**src/rtl/ss_regbank_pkg.sv**
```systemverilog
// rtl/ss_regbank_pkg.sv - opcodes, FSM states and helpers for ss_regbank
// CHAIN is only treated as a shift op when SS_REGBANK_CHAIN_EN is defined.
package ss_regbank_pkg;

    typedef enum logic [2:0] {
        OP_NOP   = 3'd0,
        OP_LOAD  = 3'd1,
        OP_CLEAR = 3'd2,
        OP_SHL   = 3'd3,
        OP_SHR   = 3'd4,
        OP_ROL   = 3'd5,
        OP_ROR   = 3'd6,
        OP_CHAIN = 3'd7
    } op_e;

    typedef enum logic {
        S_IDLE  = 1'b0,
        S_SHIFT = 1'b1
    } state_e;

    function automatic int addr_w(input int depth);
        return (depth > 1) ? $clog2(depth) : 1;
    endfunction

    function automatic logic is_shift_op(input op_e op);
`ifdef SS_REGBANK_CHAIN_EN
        return op inside {OP_SHL, OP_SHR, OP_ROL, OP_ROR, OP_CHAIN};
`else
        return op inside {OP_SHL, OP_SHR, OP_ROL, OP_ROR};
`endif
    endfunction

endpackage

```
**src/rtl/ss_regbank_if.sv**
```systemverilog
// rtl/ss_regbank_if.sv - valid/ready command port of ss_regbank
interface ss_regbank_if #(
    parameter int WIDTH = 8,
    parameter int DEPTH = 4
) ();
    localparam int ADDR_W = ss_regbank_pkg::addr_w(DEPTH);
    localparam int AMT_W  = $clog2(DEPTH * WIDTH + 1);

    logic              cmd_valid;
    logic              cmd_ready;
    logic [2:0]        cmd_op;
    logic [ADDR_W-1:0] cmd_addr;
    logic [AMT_W-1:0]  cmd_amt;
    logic [WIDTH-1:0]  cmd_data;

    modport master (
        output cmd_valid, cmd_op, cmd_addr, cmd_amt, cmd_data,
        input  cmd_ready
    );

    modport slave (
        input  cmd_valid, cmd_op, cmd_addr, cmd_amt, cmd_data,
        output cmd_ready
    );
endinterface

```
**src/rtl/ss_shift_step.sv**
```systemverilog
// rtl/ss_shift_step.sv - one combinational shift/rotate step on a single entry
module ss_shift_step
    import ss_regbank_pkg::*;
#(
    parameter int WIDTH = 8
) (
    input  logic [WIDTH-1:0] operand_i,
    input  op_e              op_i,
    input  logic             fill_i,
    output logic [WIDTH-1:0] next_o,
    output logic             out_bit_o
);

    always_comb begin
        next_o    = operand_i;
        out_bit_o = 1'b0;
        case (op_i)
            OP_SHL: begin
                next_o    = {operand_i[WIDTH-2:0], fill_i};
                out_bit_o = operand_i[WIDTH-1];
            end
            OP_SHR: begin
                next_o    = {fill_i, operand_i[WIDTH-1:1]};
                out_bit_o = operand_i[0];
            end
            OP_ROL: begin
                next_o    = {operand_i[WIDTH-2:0], operand_i[WIDTH-1]};
                out_bit_o = operand_i[WIDTH-1];
            end
            OP_ROR: begin
                next_o    = {operand_i[0], operand_i[WIDTH-1:1]};
                out_bit_o = operand_i[0];
            end
            default: ;
        endcase
    end

endmodule

```
**src/rtl/ss_regbank.sv**
```systemverilog
// rtl/ss_regbank.sv - register bank with load/clear and multi-cycle shift/rotate
// Whole-bank CHAIN shifting is built only when SS_REGBANK_CHAIN_EN is defined.
module ss_regbank
    import ss_regbank_pkg::*;
#(
    parameter int  WIDTH  = 8,
    parameter int  DEPTH  = 4,
    parameter int  AMT_W  = $clog2(DEPTH * WIDTH + 1),
    localparam int ADDR_W = addr_w(DEPTH)
) (
    input  logic              clk,
    input  logic              rst_n,
    input  logic              ena,
    ss_regbank_if.slave       cmd,
    input  logic              ser_in,
    input  logic [ADDR_W-1:0] rd_addr,
    output logic [WIDTH-1:0]  rd_data,
    output logic              ser_out,
    output logic              done
);

    state_e            state_q, state_d;
    logic [AMT_W-1:0]  cnt_q, cnt_d;
    op_e               op_q, op_d;
    logic [ADDR_W-1:0] addr_q, addr_d;
    logic [WIDTH-1:0]  bank_q [DEPTH];
    logic [WIDTH-1:0]  bank_d [DEPTH];
    logic              ser_out_q, ser_out_d;
    logic              done_q, done_d;

    op_e               step_op;
    logic [ADDR_W-1:0] step_addr;
    logic              step_addr_ok;
    logic [WIDTH-1:0]  step_operand;
    logic [WIDTH-1:0]  step_next;
    logic              step_out;
    logic              do_step;

    // While idle the step acts on the command being accepted; afterwards on the latched target.
    assign step_op      = (state_q == S_IDLE) ? op_e'(cmd.cmd_op) : op_q;
    assign step_addr    = (state_q == S_IDLE) ? cmd.cmd_addr : addr_q;
    assign step_operand = step_addr_ok ? bank_q[step_addr] : '0;

    if (DEPTH == (1 << ADDR_W)) begin : g_pow2
        assign step_addr_ok = 1'b1;
        assign rd_data      = bank_q[rd_addr];
    end else begin : g_npow2
        assign step_addr_ok = (step_addr < ADDR_W'(DEPTH));
        assign rd_data      = (rd_addr < ADDR_W'(DEPTH)) ? bank_q[rd_addr] : '0;
    end

    ss_shift_step #(.WIDTH(WIDTH)) u_step (
        .operand_i (step_operand),
        .op_i      (step_op),
        .fill_i    (ser_in),
        .next_o    (step_next),
        .out_bit_o (step_out)
    );

`ifdef SS_REGBANK_CHAIN_EN
    logic [DEPTH*WIDTH-1:0] chain_vec;
    logic [DEPTH*WIDTH-1:0] chain_next;

    always_comb begin
        chain_vec = '0;
        for (int i = 0; i < DEPTH; i++) begin
            chain_vec[i*WIDTH +: WIDTH] = bank_q[i];
        end
    end

    assign chain_next = {chain_vec[DEPTH*WIDTH-2:0], ser_in};
`endif

    assign cmd.cmd_ready = ena && (state_q == S_IDLE);
    assign ser_out       = ser_out_q;
    assign done          = done_q && ena;

    always_comb begin
        state_d   = state_q;
        cnt_d     = cnt_q;
        op_d      = op_q;
        addr_d    = addr_q;
        bank_d    = bank_q;
        ser_out_d = ser_out_q;
        done_d    = 1'b0;
        do_step   = 1'b0;

        if (ena) begin
            case (state_q)
                S_IDLE: begin
                    if (cmd.cmd_valid) begin
                        op_d   = op_e'(cmd.cmd_op);
                        addr_d = cmd.cmd_addr;
                        if (is_shift_op(op_e'(cmd.cmd_op)) && (cmd.cmd_amt != '0)) begin
                            do_step = 1'b1;
                            cnt_d   = cmd.cmd_amt - 1'b1;
                            if (cnt_d == '0) begin
                                done_d = 1'b1;
                            end else begin
                                state_d = S_SHIFT;
                            end
                        end else begin
                            done_d = 1'b1;
                            if (op_e'(cmd.cmd_op) == OP_LOAD && step_addr_ok) begin
                                bank_d[cmd.cmd_addr] = cmd.cmd_data;
                            end
                            if (op_e'(cmd.cmd_op) == OP_CLEAR) begin
                                for (int i = 0; i < DEPTH; i++) begin
                                    bank_d[i] = '0;
                                end
                            end
                        end
                    end
                end
                S_SHIFT: begin
                    do_step = 1'b1;
                    cnt_d   = cnt_q - 1'b1;
                    if (cnt_d == '0) begin
                        state_d = S_IDLE;
                        done_d  = 1'b1;
                    end
                end
                default: state_d = S_IDLE;
            endcase

            if (do_step) begin
`ifdef SS_REGBANK_CHAIN_EN
                if (step_op == OP_CHAIN) begin
                    for (int i = 0; i < DEPTH; i++) begin
                        bank_d[i] = chain_next[i*WIDTH +: WIDTH];
                    end
                    ser_out_d = chain_vec[DEPTH*WIDTH-1];
                end else
`endif
                if (step_addr_ok) begin
                    bank_d[step_addr] = step_next;
                    ser_out_d         = step_out;
                end
            end
        end
    end

    always_ff @(posedge clk or negedge rst_n) begin
        if (!rst_n) begin
            state_q   <= S_IDLE;
            cnt_q     <= '0;
            op_q      <= OP_NOP;
            addr_q    <= '0;
            ser_out_q <= 1'b0;
            done_q    <= 1'b0;
            for (int i = 0; i < DEPTH; i++) begin
                bank_q[i] <= '0;
            end
        end else begin
            state_q   <= state_d;
            cnt_q     <= cnt_d;
            op_q      <= op_d;
            addr_q    <= addr_d;
            ser_out_q <= ser_out_d;
            done_q    <= done_d;
            bank_q    <= bank_d;
        end
    end

endmodule
```
**src/flat_wrapper.sv**
```systemverilog
// flat-port wrapper written by rule: the top's interface ports become plain ports
module ss_regbank_flat import ss_regbank_pkg::*;
#(
    parameter int  WIDTH  = 8,
    parameter int  DEPTH  = 4,
    parameter int  AMT_W  = $clog2(DEPTH * WIDTH + 1),
    localparam int ADDR_W = addr_w(DEPTH)
)
  (clk, rst_n, ena, ser_in, rd_addr, rd_data, ser_out, done, cmd_cmd_valid, cmd_cmd_op, cmd_cmd_addr, cmd_cmd_amt, cmd_cmd_data, cmd_cmd_ready);
  ss_regbank_if #(.WIDTH(WIDTH), .DEPTH(DEPTH)) cmd_i ();
  input  logic clk;
  input  logic rst_n;
  input  logic ena;
  input  logic ser_in;
  input  logic [ADDR_W-1:0] rd_addr;
  output logic [WIDTH-1:0] rd_data;
  output logic ser_out;
  output logic done;
  input wire logic [$bits(cmd_i.cmd_valid)-1:0] cmd_cmd_valid;
  input wire logic [$bits(cmd_i.cmd_op)-1:0] cmd_cmd_op;
  input wire logic [$bits(cmd_i.cmd_addr)-1:0] cmd_cmd_addr;
  input wire logic [$bits(cmd_i.cmd_amt)-1:0] cmd_cmd_amt;
  input wire logic [$bits(cmd_i.cmd_data)-1:0] cmd_cmd_data;
  output wire logic [$bits(cmd_i.cmd_ready)-1:0] cmd_cmd_ready;
  assign cmd_i.cmd_valid = cmd_cmd_valid;
  assign cmd_i.cmd_op = cmd_cmd_op;
  assign cmd_i.cmd_addr = cmd_cmd_addr;
  assign cmd_i.cmd_amt = cmd_cmd_amt;
  assign cmd_i.cmd_data = cmd_cmd_data;
  assign cmd_cmd_ready = cmd_i.cmd_ready;
  ss_regbank #(.WIDTH(WIDTH), .DEPTH(DEPTH), .AMT_W(AMT_W)) u_core (.clk(clk), .rst_n(rst_n), .ena(ena), .cmd(cmd_i), .ser_in(ser_in), .rd_addr(rd_addr), .rd_data(rd_data), .ser_out(ser_out), .done(done));
endmodule
```
**config.mk**
```make
export PLATFORM = sky130hd
export DESIGN_NAME = ss_regbank_flat
export DESIGN_NICKNAME = d
export VERILOG_FILES = /design/src/rtl/ss_regbank_pkg.sv /design/src/rtl/ss_regbank_if.sv /design/src/rtl/ss_shift_step.sv /design/src/rtl/ss_regbank.sv /design/src/flat_wrapper.sv
export SDC_FILE = /design/constraint.sdc
export NUM_CORES = 1
export LEC_CHECK = 0
export CAP_MARGIN = 20
export CORE_UTILIZATION = 30
export CTS_CLUSTER_SIZE = 12
export DETAILED_ROUTE_END_ITERATION = 7
export PLACE_DENSITY = 0.55
export SYNTH_ARGS = -nofsm -noshare
export SYNTH_HDL_FRONTEND = slang
export SYNTH_HIERARCHICAL = 1
export SYNTH_SLANG_ARGS = --single-unit
```
**constraint.sdc**
```tcl
create_clock -name clk -period 3.3 [get_ports clk]
set_clock_uncertainty 0.2 [all_clocks]
set_input_delay 0.33 -clock clk [delete_from_list [all_inputs] [get_ports clk]]
set_output_delay 0.33 -clock clk [all_outputs]
set_load 0.01 [all_outputs]
```
==> out/metrics.cfg <==
[status]
outcome=completed

[timing]
maxSlewViolCount=0
max_freq_mhz=373
min_period_over_period_pct=81.3
finalHoldViolations=0
fin_tns_setup_ns=0
setup_slack_ns=0.616
worst_pin_slew_ns=0.654
min_period_ns=2.68
maxSlewHeadroom_pct=56.4
finalSetupViolCount=0
rsz0062_at_grt=no

[global_route]
grt_pass1_vias=3256
grt_pass1_wl_um=18600
grt_max_degree=33
grt-ovfl-total=0
antenna_found_initial=0
grt_usage_pct=17.0

[cells_and_area]
final_cell_mix=mux2i_1 (76), dfrtp_1 (46), o21ai_0 (36)
area_growth_pct=16.8
antenna_cells=0
drive_gt1_share_pct=17.5
final_common_cell=mux2i_1
nFillCells=1321
nNetsFinal=458

[clock_network]
clkLatencyLatePin_ns=0.30
cts_buffers=5
postCtsSetupRepairBufs=0
cts_root_buf=clkbuf_16
clk_path_buf_depth=2
holdBufCountCts=1
htreeDepth=2
cts_sinks=46
cts_tree=built
clkTransAtPathRegs_ns=0.07
cts_resized=0

[synthesis]
syn_nets=429
synth_edf_count=0
ys_seq_area_share_pct=28.0
syn-cell-area_um2=4120
ys_async_sr_fraction_pct=100
yosysWarnings=6
syn_area_per_cell_um2=10.3
syn-instance-count=398
synthDistinctLibCells=54
ys_ff_latch=46
synth_ff_type=dfrtp_1

[worst_setup_path]
cp.required_ns=3.28
r2r_slack_ns=0.62
path_class=flip-flop to flip-flop
cp.arrival_ns=2.67
crit_fanout=8
endpoint_kind=flip-flop
critPathLaunchType=flip-flop

[floorplanning]
fp.dieW_um=119
start_util_pct=31.0
die_h_um=119
die_area_um2=14200
ios=37
core-area_um2=13300
rows=42

[run]
drv_cap=0

[drt]
ant_nets=0
wl_per_cell_um=19.0
vias=3336
vias_per_cell=5.52
first_pass_iters=4
drtIter0Drc=281
route.detailed.drc=0
wl_um=11500

[placed_design]
pre_cts_ws_ns=0.304
portBuffers=36
hpwlAfterDp_um=7850
routabilityCongestion=0.808

[worst_hold_path]
hold_path_class=flip-flop to flip-flop

[power_and_ir_drop]
p_per_area_nw_per_um2=936
power_leakage_nw=2.14
vdd_drop_max_uv=281

cell families (layout without fill, tap and decap cells):
logic type	after synthesis	in the layout	synth area share, %
compound gates	108	108	19.8
xor+xnor	6	6	1.28
fa+ha+maj	5	5	1.52
buf+inv	42	72	5.62
flops	46	46	28.0
mux	104	104	30.6
simple gates	87	87	13.2
metrics by stage:
step / cell area, um^2 / instances / utilization, % / hold slack, ns / power [W]
floorplan: 4120 / 398 / - / -0.166 / 0.00319
global placement: 4640 / 595 / 34.9 / 0.210 / 0.00384
detailed placement: 4640 / 595 / 34.9 / 0.207 / 0.00390
CTS: 4810 / 604 / 36.2 / 0.308 / 0.00451
global route: 4810 / 604 / 36.2 / 0.339 / 0.00484
finish: 4810 / 604 / 36.2 / 0.319 / 0.00450
state kept, by name, summed over array words and instances (netlist names):
name / count
u_core/bank_q: 32
u_core/ser_out: 1
u_core/done_q: 1
u_core/op_q: 3
u_core/state_q: 1
u_core/cnt_q: 6
u_core/addr_q: 2
metal layers:
layer | track usage (%) | share of wire, % | vias up
li1 | - | - | 1586
met2 | 26.9 | 48 | 67
met4 | 5.14 | 1.6 | 0
met3 | 3.16 | 4.4 | 12
met1 | 23.3 | 46 | 1671
met5 | 0 | 0 | -
path summary, 6_finish.rpt:
kind / startpoint / end / cells past startpoint
worst max-delay path: u_core/state_q$_DFFE_PN0P_ / u_core/bank_q[7]$_DFFE_PN0P_ / 8
worst min-delay path: u_core/op_q[0]$_DFFE_PN0P_ / u_core/op_q[0]$_DFFE_PN0P_ / 1
worst min register to register: u_core/op_q[0]$_DFFE_PN0P_ / u_core/op_q[0]$_DFFE_PN0P_ / 1
worst max register to register: u_core/state_q$_DFFE_PN0P_ / u_core/bank_q[7]$_DFFE_PN0P_ / 8
max in group asynchronous: rst_n / u_core/bank_q[3]$_DFFE_PN0P_ / 3
min in group asynchronous: rst_n / u_core/bank_q[16]$_DFFE_PN0P_ / 2
Yosys cell counts, types with 3 or more instances:
cell	count	area share, %
o21ai_0	36	4.4
a21oi_1	6	0.73
nor2_1	5	0.46
dfrtp_1	46	28
mux4_2	16	8.8
nor3_1	3	0.36
a211oi_1	7	1.3
mux2_2	10	2.7
buf_6	3	0.82
a21boi_0	32	5.8
and3_2	8	1.5
a221o_1	6	1.5
nor3b_1	3	0.55
nand2b_1	6	0.91
nand2_1	9	0.82
and3_1	27	4.1
inv_1	8	0.73
o311ai_4	3	1.9
clkbuf_1	22	2.0
nor2b_1	8	1.2
mux2i_1	76	18
ha_1	5	1.5
buf_2	3	0.36
a222oi_1	3	0.73
nand3_1	5	0.61
xnor2_1	5	1.1
nand3b_1	3	0.55
layout make-up:
| cell class | count | area (um^2) | area share [%] |
|---|---|---|---|
| multi-input cells | 310 | 2750 | 57.1 |
| clock inverters | 1 | 30.0 | 0.625 |
| repair buffers | 55 | 495 | 10.3 |
| clock buffers | 7 | 133 | 2.76 |
| well taps | 176 | 220 | 4.58 |
| flip-flops and latches | 46 | 1150 | 23.9 |
| inverters | 9 | 33.8 | 0.703 |
power breakdown:
part           leakage (nW)  switching, W  internal (W)
Clock                0.0781      0.000234      0.000359
Combinational          1.49       0.00141       0.00137
Sequential            0.566      0.000276      0.000847
critical path, stage by stage, from the launching register on:
cell and delay (ns):
dfrtp_1 0.42, mux2i_2 0.22, buf_4 0.24, mux4_2 0.59
mux2_1 0.33, o32a_1 0.16, o311a_1 0.16, mux2i_1 0.16
mux2i_1 0.09
Note: power is estimated with default switching activity, not from simulation.
